$ cat config.mk
export PLATFORM = sky130hd
export DESIGN_NAME = micro_sequencer_flat
export DESIGN_NICKNAME = d
export VERILOG_FILES = /design/src/rtl/micro_sequencer_if.sv /design/src/rtl/micro_sequencer.sv /design/src/flat_wrapper.sv
export SDC_FILE = /design/constraint.sdc
export NUM_CORES = 1
export LEC_CHECK = 0
export ABC_AREA = 1
export BUFFER_PORTS_ARGS = -buffer_cell sky130_fd_sc_hd__buf_2
export CORE_MARGIN = 3
export CORE_UTILIZATION = 40
export DETAILED_ROUTE_END_ITERATION = 10
export PLACE_DENSITY = 0.71
export SLEW_MARGIN = 5
export SYNTH_ARGS = -nofsm -noshare
export SYNTH_HDL_FRONTEND = slang
export SYNTH_SLANG_ARGS = --single-unit
export TNS_END_PERCENT = 30
$ cat constraint.sdc
create_clock -name clk -period 1.8 [get_ports clk]
set_input_delay 0.27 -clock clk [delete_from_list [all_inputs] [get_ports clk]]
set_output_delay 0.27 -clock clk [all_outputs]
set_load 0.005 [all_outputs]
$ cat src/rtl/micro_sequencer_if.sv
// Bus between the micro-sequencer and the datapath.
// It carries the opcode, the ALU flags, the loader handshake and the control word.
interface micro_sequencer_if;
    logic [3:0] inst;
    logic       c_in;
    logic       z_in;
    logic       prog_req;
    logic       prog_ack;
    logic       AI, AO, BI, SU, EO, CE, CO, J, MI, RI, RO, II, IO, OI, hlt;
    logic [2:0] step;
    logic       cflag;
    logic       zflag;

    modport master (
        input  inst, c_in, z_in, prog_req,
        output prog_ack, AI, AO, BI, SU, EO, CE, CO, J, MI, RI, RO, II, IO, OI, hlt,
        output step, cflag, zflag
    );

    modport slave (
        output inst, c_in, z_in, prog_req,
        input  prog_ack, AI, AO, BI, SU, EO, CE, CO, J, MI, RI, RO, II, IO, OI, hlt,
        input  step, cflag, zflag
    );
endinterface

$ cat src/rtl/micro_sequencer.sv
// Variable-length micro-sequencer for an 8-bit breadboard-style CPU.
// It includes RUN/HALT/PROG arbitration and ALU flag latching.
module micro_sequencer (
    input  logic              clk,
    input  logic              clearbar,
    micro_sequencer_if.master bus
);
    typedef enum logic [1:0] {
        S_RUN  = 2'd0,
        S_HALT = 2'd1,
        S_PROG = 2'd2
    } state_t;

    localparam logic [14:0] C_AI  = 15'h4000;
    localparam logic [14:0] C_AO  = 15'h2000;
    localparam logic [14:0] C_BI  = 15'h1000;
    localparam logic [14:0] C_SU  = 15'h0800;
    localparam logic [14:0] C_EO  = 15'h0400;
    localparam logic [14:0] C_CE  = 15'h0200;
    localparam logic [14:0] C_CO  = 15'h0100;
    localparam logic [14:0] C_J   = 15'h0080;
    localparam logic [14:0] C_MI  = 15'h0040;
    localparam logic [14:0] C_RI  = 15'h0020;
    localparam logic [14:0] C_RO  = 15'h0010;
    localparam logic [14:0] C_II  = 15'h0008;
    localparam logic [14:0] C_IO  = 15'h0004;
    localparam logic [14:0] C_OI  = 15'h0002;
    localparam logic [14:0] C_HLT = 15'h0001;

    localparam logic [3:0] OP_LDA = 4'b0001;
    localparam logic [3:0] OP_ADD = 4'b0010;
    localparam logic [3:0] OP_SUB = 4'b0011;
    localparam logic [3:0] OP_STA = 4'b0100;
    localparam logic [3:0] OP_LDI = 4'b0101;
    localparam logic [3:0] OP_JMP = 4'b0110;
    localparam logic [3:0] OP_JC  = 4'b0111;
    localparam logic [3:0] OP_JZ  = 4'b1000;
    localparam logic [3:0] OP_OUT = 4'b1110;
    localparam logic [3:0] OP_HLT = 4'b1111;

    state_t      state_q, state_d;
    logic [2:0]  step_q, step_d;
    logic        cflag_q, cflag_d;
    logic        zflag_q, zflag_d;
    logic        started_q, started_d;
    logic [14:0] ctrl;
    logic        last_step;
    logic        flag_load;

    // started_q keeps the control word dark until the first edge after reset.
    always_comb begin
        ctrl      = '0;
        last_step = 1'b0;
        flag_load = 1'b0;
        if (started_q && state_q == S_RUN) begin
            case (step_q)
                3'd0: ctrl = C_CO | C_MI;
                3'd1: ctrl = C_RO | C_II | C_CE;
                3'd2: begin
                    last_step = 1'b1;
                    case (bus.inst)
                        OP_LDA, OP_ADD, OP_SUB, OP_STA: begin
                            ctrl      = C_IO | C_MI;
                            last_step = 1'b0;
                        end
                        OP_LDI: ctrl = C_IO | C_AI;
                        OP_JMP: ctrl = C_IO | C_J;
                        OP_JC:  if (cflag_q) ctrl = C_IO | C_J;
                        OP_JZ:  if (zflag_q) ctrl = C_IO | C_J;
                        OP_OUT: ctrl = C_AO | C_OI;
                        OP_HLT: ctrl = C_HLT;
                        default: ctrl = '0;
                    endcase
                end
                3'd3: begin
                    last_step = 1'b1;
                    case (bus.inst)
                        OP_LDA: ctrl = C_RO | C_AI;
                        OP_ADD: begin
                            ctrl      = C_RO | C_BI;
                            last_step = 1'b0;
                        end
                        OP_SUB: begin
                            ctrl      = C_RO | C_BI | C_SU;
                            last_step = 1'b0;
                        end
                        OP_STA: ctrl = C_AO | C_RI;
                        default: ctrl = '0;
                    endcase
                end
                3'd4: begin
                    last_step = 1'b1;
                    case (bus.inst)
                        OP_ADD: begin
                            ctrl      = C_EO | C_AI;
                            flag_load = 1'b1;
                        end
                        OP_SUB: begin
                            ctrl      = C_EO | C_AI | C_SU;
                            flag_load = 1'b1;
                        end
                        default: ctrl = '0;
                    endcase
                end
                default: ctrl = '0;
            endcase
        end else if (state_q == S_HALT) begin
            ctrl = C_HLT;
        end
    end

    // The loader request is only honoured on instruction boundaries or while halted.
    always_comb begin
        state_d   = state_q;
        step_d    = step_q;
        cflag_d   = cflag_q;
        zflag_d   = zflag_q;
        started_d = 1'b1;
        if (!started_q) begin
            state_d = S_RUN;
            step_d  = 3'd0;
        end else begin
            case (state_q)
                S_RUN: begin
                    if (step_q > 3'd4) begin
                        step_d = 3'd0;
                    end else begin
                        if (flag_load) begin
                            cflag_d = bus.c_in;
                            zflag_d = bus.z_in;
                        end
                        if (last_step) begin
                            step_d = 3'd0;
                            if (bus.prog_req) begin
                                state_d = S_PROG;
                            end else if (step_q == 3'd2 && bus.inst == OP_HLT) begin
                                state_d = S_HALT;
                            end
                        end else begin
                            step_d = step_q + 3'd1;
                        end
                    end
                end
                S_HALT: begin
                    step_d = 3'd0;
                    if (bus.prog_req) state_d = S_PROG;
                end
                S_PROG: begin
                    step_d = 3'd0;
                    if (!bus.prog_req) state_d = S_RUN;
                end
                default: begin
                    state_d = S_RUN;
                    step_d  = 3'd0;
                end
            endcase
        end
    end

    always_ff @(posedge clk or negedge clearbar) begin
        if (!clearbar) begin
            state_q   <= S_RUN;
            step_q    <= 3'd0;
            cflag_q   <= 1'b0;
            zflag_q   <= 1'b0;
            started_q <= 1'b0;
        end else begin
            state_q   <= state_d;
            step_q    <= step_d;
            cflag_q   <= cflag_d;
            zflag_q   <= zflag_d;
            started_q <= started_d;
        end
    end

    assign {bus.AI, bus.AO, bus.BI, bus.SU, bus.EO, bus.CE, bus.CO, bus.J,
            bus.MI, bus.RI, bus.RO, bus.II, bus.IO, bus.OI, bus.hlt} = ctrl;
    assign bus.prog_ack = (state_q == S_PROG);
    assign bus.step     = step_q;
    assign bus.cflag    = cflag_q;
    assign bus.zflag    = zflag_q;
endmodule

$ cat src/flat_wrapper.sv
// flat-port wrapper written by rule: the top's interface ports become plain ports
module micro_sequencer_flat 
  (clk, clearbar, bus_inst, bus_c_in, bus_z_in, bus_prog_req, bus_prog_ack, bus_AI, bus_AO, bus_BI, bus_SU, bus_EO, bus_CE, bus_CO, bus_J, bus_MI, bus_RI, bus_RO, bus_II, bus_IO, bus_OI, bus_hlt, bus_step, bus_cflag, bus_zflag);
  micro_sequencer_if bus_i ();
  input  logic clk;
  input  logic clearbar;
  input wire logic [$bits(bus_i.inst)-1:0] bus_inst;
  input wire logic [$bits(bus_i.c_in)-1:0] bus_c_in;
  input wire logic [$bits(bus_i.z_in)-1:0] bus_z_in;
  input wire logic [$bits(bus_i.prog_req)-1:0] bus_prog_req;
  output wire logic [$bits(bus_i.prog_ack)-1:0] bus_prog_ack;
  output wire logic [$bits(bus_i.AI)-1:0] bus_AI;
  output wire logic [$bits(bus_i.AO)-1:0] bus_AO;
  output wire logic [$bits(bus_i.BI)-1:0] bus_BI;
  output wire logic [$bits(bus_i.SU)-1:0] bus_SU;
  output wire logic [$bits(bus_i.EO)-1:0] bus_EO;
  output wire logic [$bits(bus_i.CE)-1:0] bus_CE;
  output wire logic [$bits(bus_i.CO)-1:0] bus_CO;
  output wire logic [$bits(bus_i.J)-1:0] bus_J;
  output wire logic [$bits(bus_i.MI)-1:0] bus_MI;
  output wire logic [$bits(bus_i.RI)-1:0] bus_RI;
  output wire logic [$bits(bus_i.RO)-1:0] bus_RO;
  output wire logic [$bits(bus_i.II)-1:0] bus_II;
  output wire logic [$bits(bus_i.IO)-1:0] bus_IO;
  output wire logic [$bits(bus_i.OI)-1:0] bus_OI;
  output wire logic [$bits(bus_i.hlt)-1:0] bus_hlt;
  output wire logic [$bits(bus_i.step)-1:0] bus_step;
  output wire logic [$bits(bus_i.cflag)-1:0] bus_cflag;
  output wire logic [$bits(bus_i.zflag)-1:0] bus_zflag;
  assign bus_i.inst = bus_inst;
  assign bus_i.c_in = bus_c_in;
  assign bus_i.z_in = bus_z_in;
  assign bus_i.prog_req = bus_prog_req;
  assign bus_prog_ack = bus_i.prog_ack;
  assign bus_AI = bus_i.AI;
  assign bus_AO = bus_i.AO;
  assign bus_BI = bus_i.BI;
  assign bus_SU = bus_i.SU;
  assign bus_EO = bus_i.EO;
  assign bus_CE = bus_i.CE;
  assign bus_CO = bus_i.CO;
  assign bus_J = bus_i.J;
  assign bus_MI = bus_i.MI;
  assign bus_RI = bus_i.RI;
  assign bus_RO = bus_i.RO;
  assign bus_II = bus_i.II;
  assign bus_IO = bus_i.IO;
  assign bus_OI = bus_i.OI;
  assign bus_hlt = bus_i.hlt;
  assign bus_step = bus_i.step;
  assign bus_cflag = bus_i.cflag;
  assign bus_zflag = bus_i.zflag;
  micro_sequencer u_core (.clk(clk), .clearbar(clearbar), .bus(bus_i));
endmodule
==> summary.txt <==
Cells after synthesis: 123
Synth warn: 0
DRT antenna net count: 0
DRT met1 WL: 845 um
Num CTS Buffers: 3
Fin crit share: 1.084
Worst Hold Margin: 0.2575 ns
Core area: 0.001802 mm^2
Switching power: 0.3304 mW
PnR Total Power: 0.8094 mW
Setup Skew: 0.002488 ns
Dpl cells: 178
Most frequent cells in the layout: 29 x buf_2, 27 x nand2_1, 19 x nor2_1
Crit path launch type: flop
Layout Cells excl Fill: 185
GRT Overall Usage: 0.1547
Met2 WL: 951 um
Row cnt: 15
WP data required: 1.53 ns
# DRC: 0
Setup ws final: -0.1520 ns
Leak: 0.5834 nW
Synth Register Bits: 8
CP max FO: 4
Failing checks: negative setup slack
Worst skew pair latency: 0.24 ns
Power per cell area: 752.2 mW/mm^2
Final setup fails: 4
Share of cells above drive strength 1: 0.3938
FF/Latch Area: 200.2 um^2
RSZ-0062 raised after global routing: yes
Final setup TNS: -0.4861 ns
Multi-input logic area: 546.8 um^2
DRT iter0 DRCs: 22
Largest net degree at the start of global routing: 9
DP Area: 974.7 um^2
Avg Cell Area, Syn: 6.409 um^2
Mapped cell area: 788.3 um^2
Port Buf Inserts: 29
Metal3 WL: 75 um
Clk sinks: 8
Clk slew on worst S/H paths: 0.05 ns
Fill cells: 184
Sequential area share after synthesis: 0.2540
Run status: finished with violations
Clk root buf: clkbuf_4
Syn Nets: 137
CTS max path bufs: 2
Total die area: 0.002539 mm^2
GPL Wtd Cong: 0.8426
Ant diodes: 0
Vias in the first global route: 795
Final Hold Vio Count: 0
Comb pwr share: 0.545
Routed len/inst: 10.12 um
Post-synth cell types: 22
Arrival @ worst endpoint: 1.68 ns
Worst Hold Class: in -> reg
Final Max Tran Viols: 0
Pre-CTS setup slack: 0.03742 ns
Initial antenna violation count: 0
Seq pwr share: 0.297
Top sig layer: met3
Via-per-instance ratio: 4.832
Switching share of power: 0.4081
Internal: 0.4791 mW
DRT Wirelength: 1873 um
Final HPWL DP: 1496 um
Max rail drop VDD: 579.3 uV
DIE HEIGHT: 50.39 um
Nets: 176
Max Fclk: 512.3 MHz
Die Span X: 50.39 um
CP endpoint kind: output port
H-tree depth: 1
Synthesis-to-layout area growth: 36.51%
TritonCTS clock tree: built
Most common cell after layout, fill and taps aside: buf_2
Remaining global-route overflow: 0
TritonRoute pass-1 iters: 6
Final instance area: 0.001076 mm^2
Starting Density: 0.4375
Io pins: 30
Final Util: 0.5972
Vias post-DR: 894
First-pass GRT wire length: 3194 um
Crit path kind: reg -> out
Clk pwr share: 0.158
Post-route minimum period: 1.952 ns
Maxcap violations: 0
==> layout make-up <==
cell class	instances	share of cell area
well taps	25	0.02907
multi-input cells	93	0.5081
repair buffers	36	0.1860
clock buffers	3	0.02093
flip-flops and latches	8	0.1860
inverters	20	0.06977
==> registers in the layout (all words and copies together), names as in the netlist <==
name	cells
u_core.state_q	2
u_core.bus.zflag	1
u_core.started_q	1
u_core.bus.cflag	1
u_core.bus.step	3
==> metal layers <==
layer  GRT usage  vias to the layer above
met4     0.05830                        0
met1      0.1916                      404
met3    0.002967                        0
met2      0.2826                       27
met5           0                        -
li1            -                      463
==> cells by family after synthesis <==
| family | after synthesis | synth area share |
|---|---|---|
| other | 1 | 0.004757 |
| AO/OA/AOI/OAI | 11 | 0.07778 |
| multiplexers | 2 | 0.03810 |
| flip-flops | 8 | 0.2540 |
| buffers and inverters | 22 | 0.1111 |
| adder cells (fa/ha/maj) | 5 | 0.07937 |
| AND/OR/NAND/NOR | 74 | 0.4349 |
==> synthesized netlist by cell type <==
library cell	count	share of area
a21oi_1	3	0.019
conb_1	1	0.0048
nor2_4	3	0.043
nand2_2	4	0.032
nor2_1	20	0.095
o21ai_0	4	0.025
o22ai_1	3	0.024
inv_1	19	0.090
mux2_4	2	0.038
nand3_1	9	0.057
inv_2	1	0.0048
nor3_1	2	0.013
dfrtp_1	8	0.25
buf_2	1	0.0063
nand2_1	29	0.14
nand4_1	4	0.032
o211ai_1	1	0.0095
nand3b_1	1	0.0095
buf_4	1	0.0095
or2_2	1	0.0079
ha_1	5	0.079
nor2_2	1	0.0079
==> worst paths after layout <==
check	to	cells past startpoint	from	slack [ns]
max reg2reg	u_core.bus.cflag	7	u_core.bus.step[0]	0.30
max in group asynchronous	u_core.bus.step[1]	2	clearbar	1.25
min in group asynchronous	u_core.started_q	2	clearbar	0.39
min	u_core.bus.zflag	2	bus_z_in	0.26
min reg2reg	u_core.bus.cflag	1	u_core.bus.cflag	0.54
max	bus_IO	10	u_core.bus.step[0]	-0.15
==> timing repair <==
item                                    CTS  global route
gates cloned                              0             0
endpoints found under the hold margin     8             0
endpoints found under the setup margin    9            14
pin swaps                                 3             3
hold buffers                              1             0
gates resized for setup                   8             9
setup buffers                             3             0
==> power by group through the flow <==
stage / logic (mW) / clock network (mW) / registers (mW)
after CTS: 0.413 / 0.139 / 0.238
after global routing: 0.505 / 0.150 / 0.247
after floorplan: 0.238 / 0 / 0.239
final: 0.441 / 0.128 / 0.241
after global placement: 0.366 / 0 / 0.239
after detailed placement: 0.370 / 0 / 0.242
==> worst max-delay path, cell delays in order (launching register included) <==
cell and delay (ns):
dfrtp_1 0.41, ha_2 0.22, ha_4 0.15, inv_2 0.05, nand2_2 0.04, nand3b_1 0.19, nand2_1 0.08, nor2_1 0.04
nand2_1 0.09, nor2_1 0.04, buf_2 0.12
(Power assumes the default switching activity.)
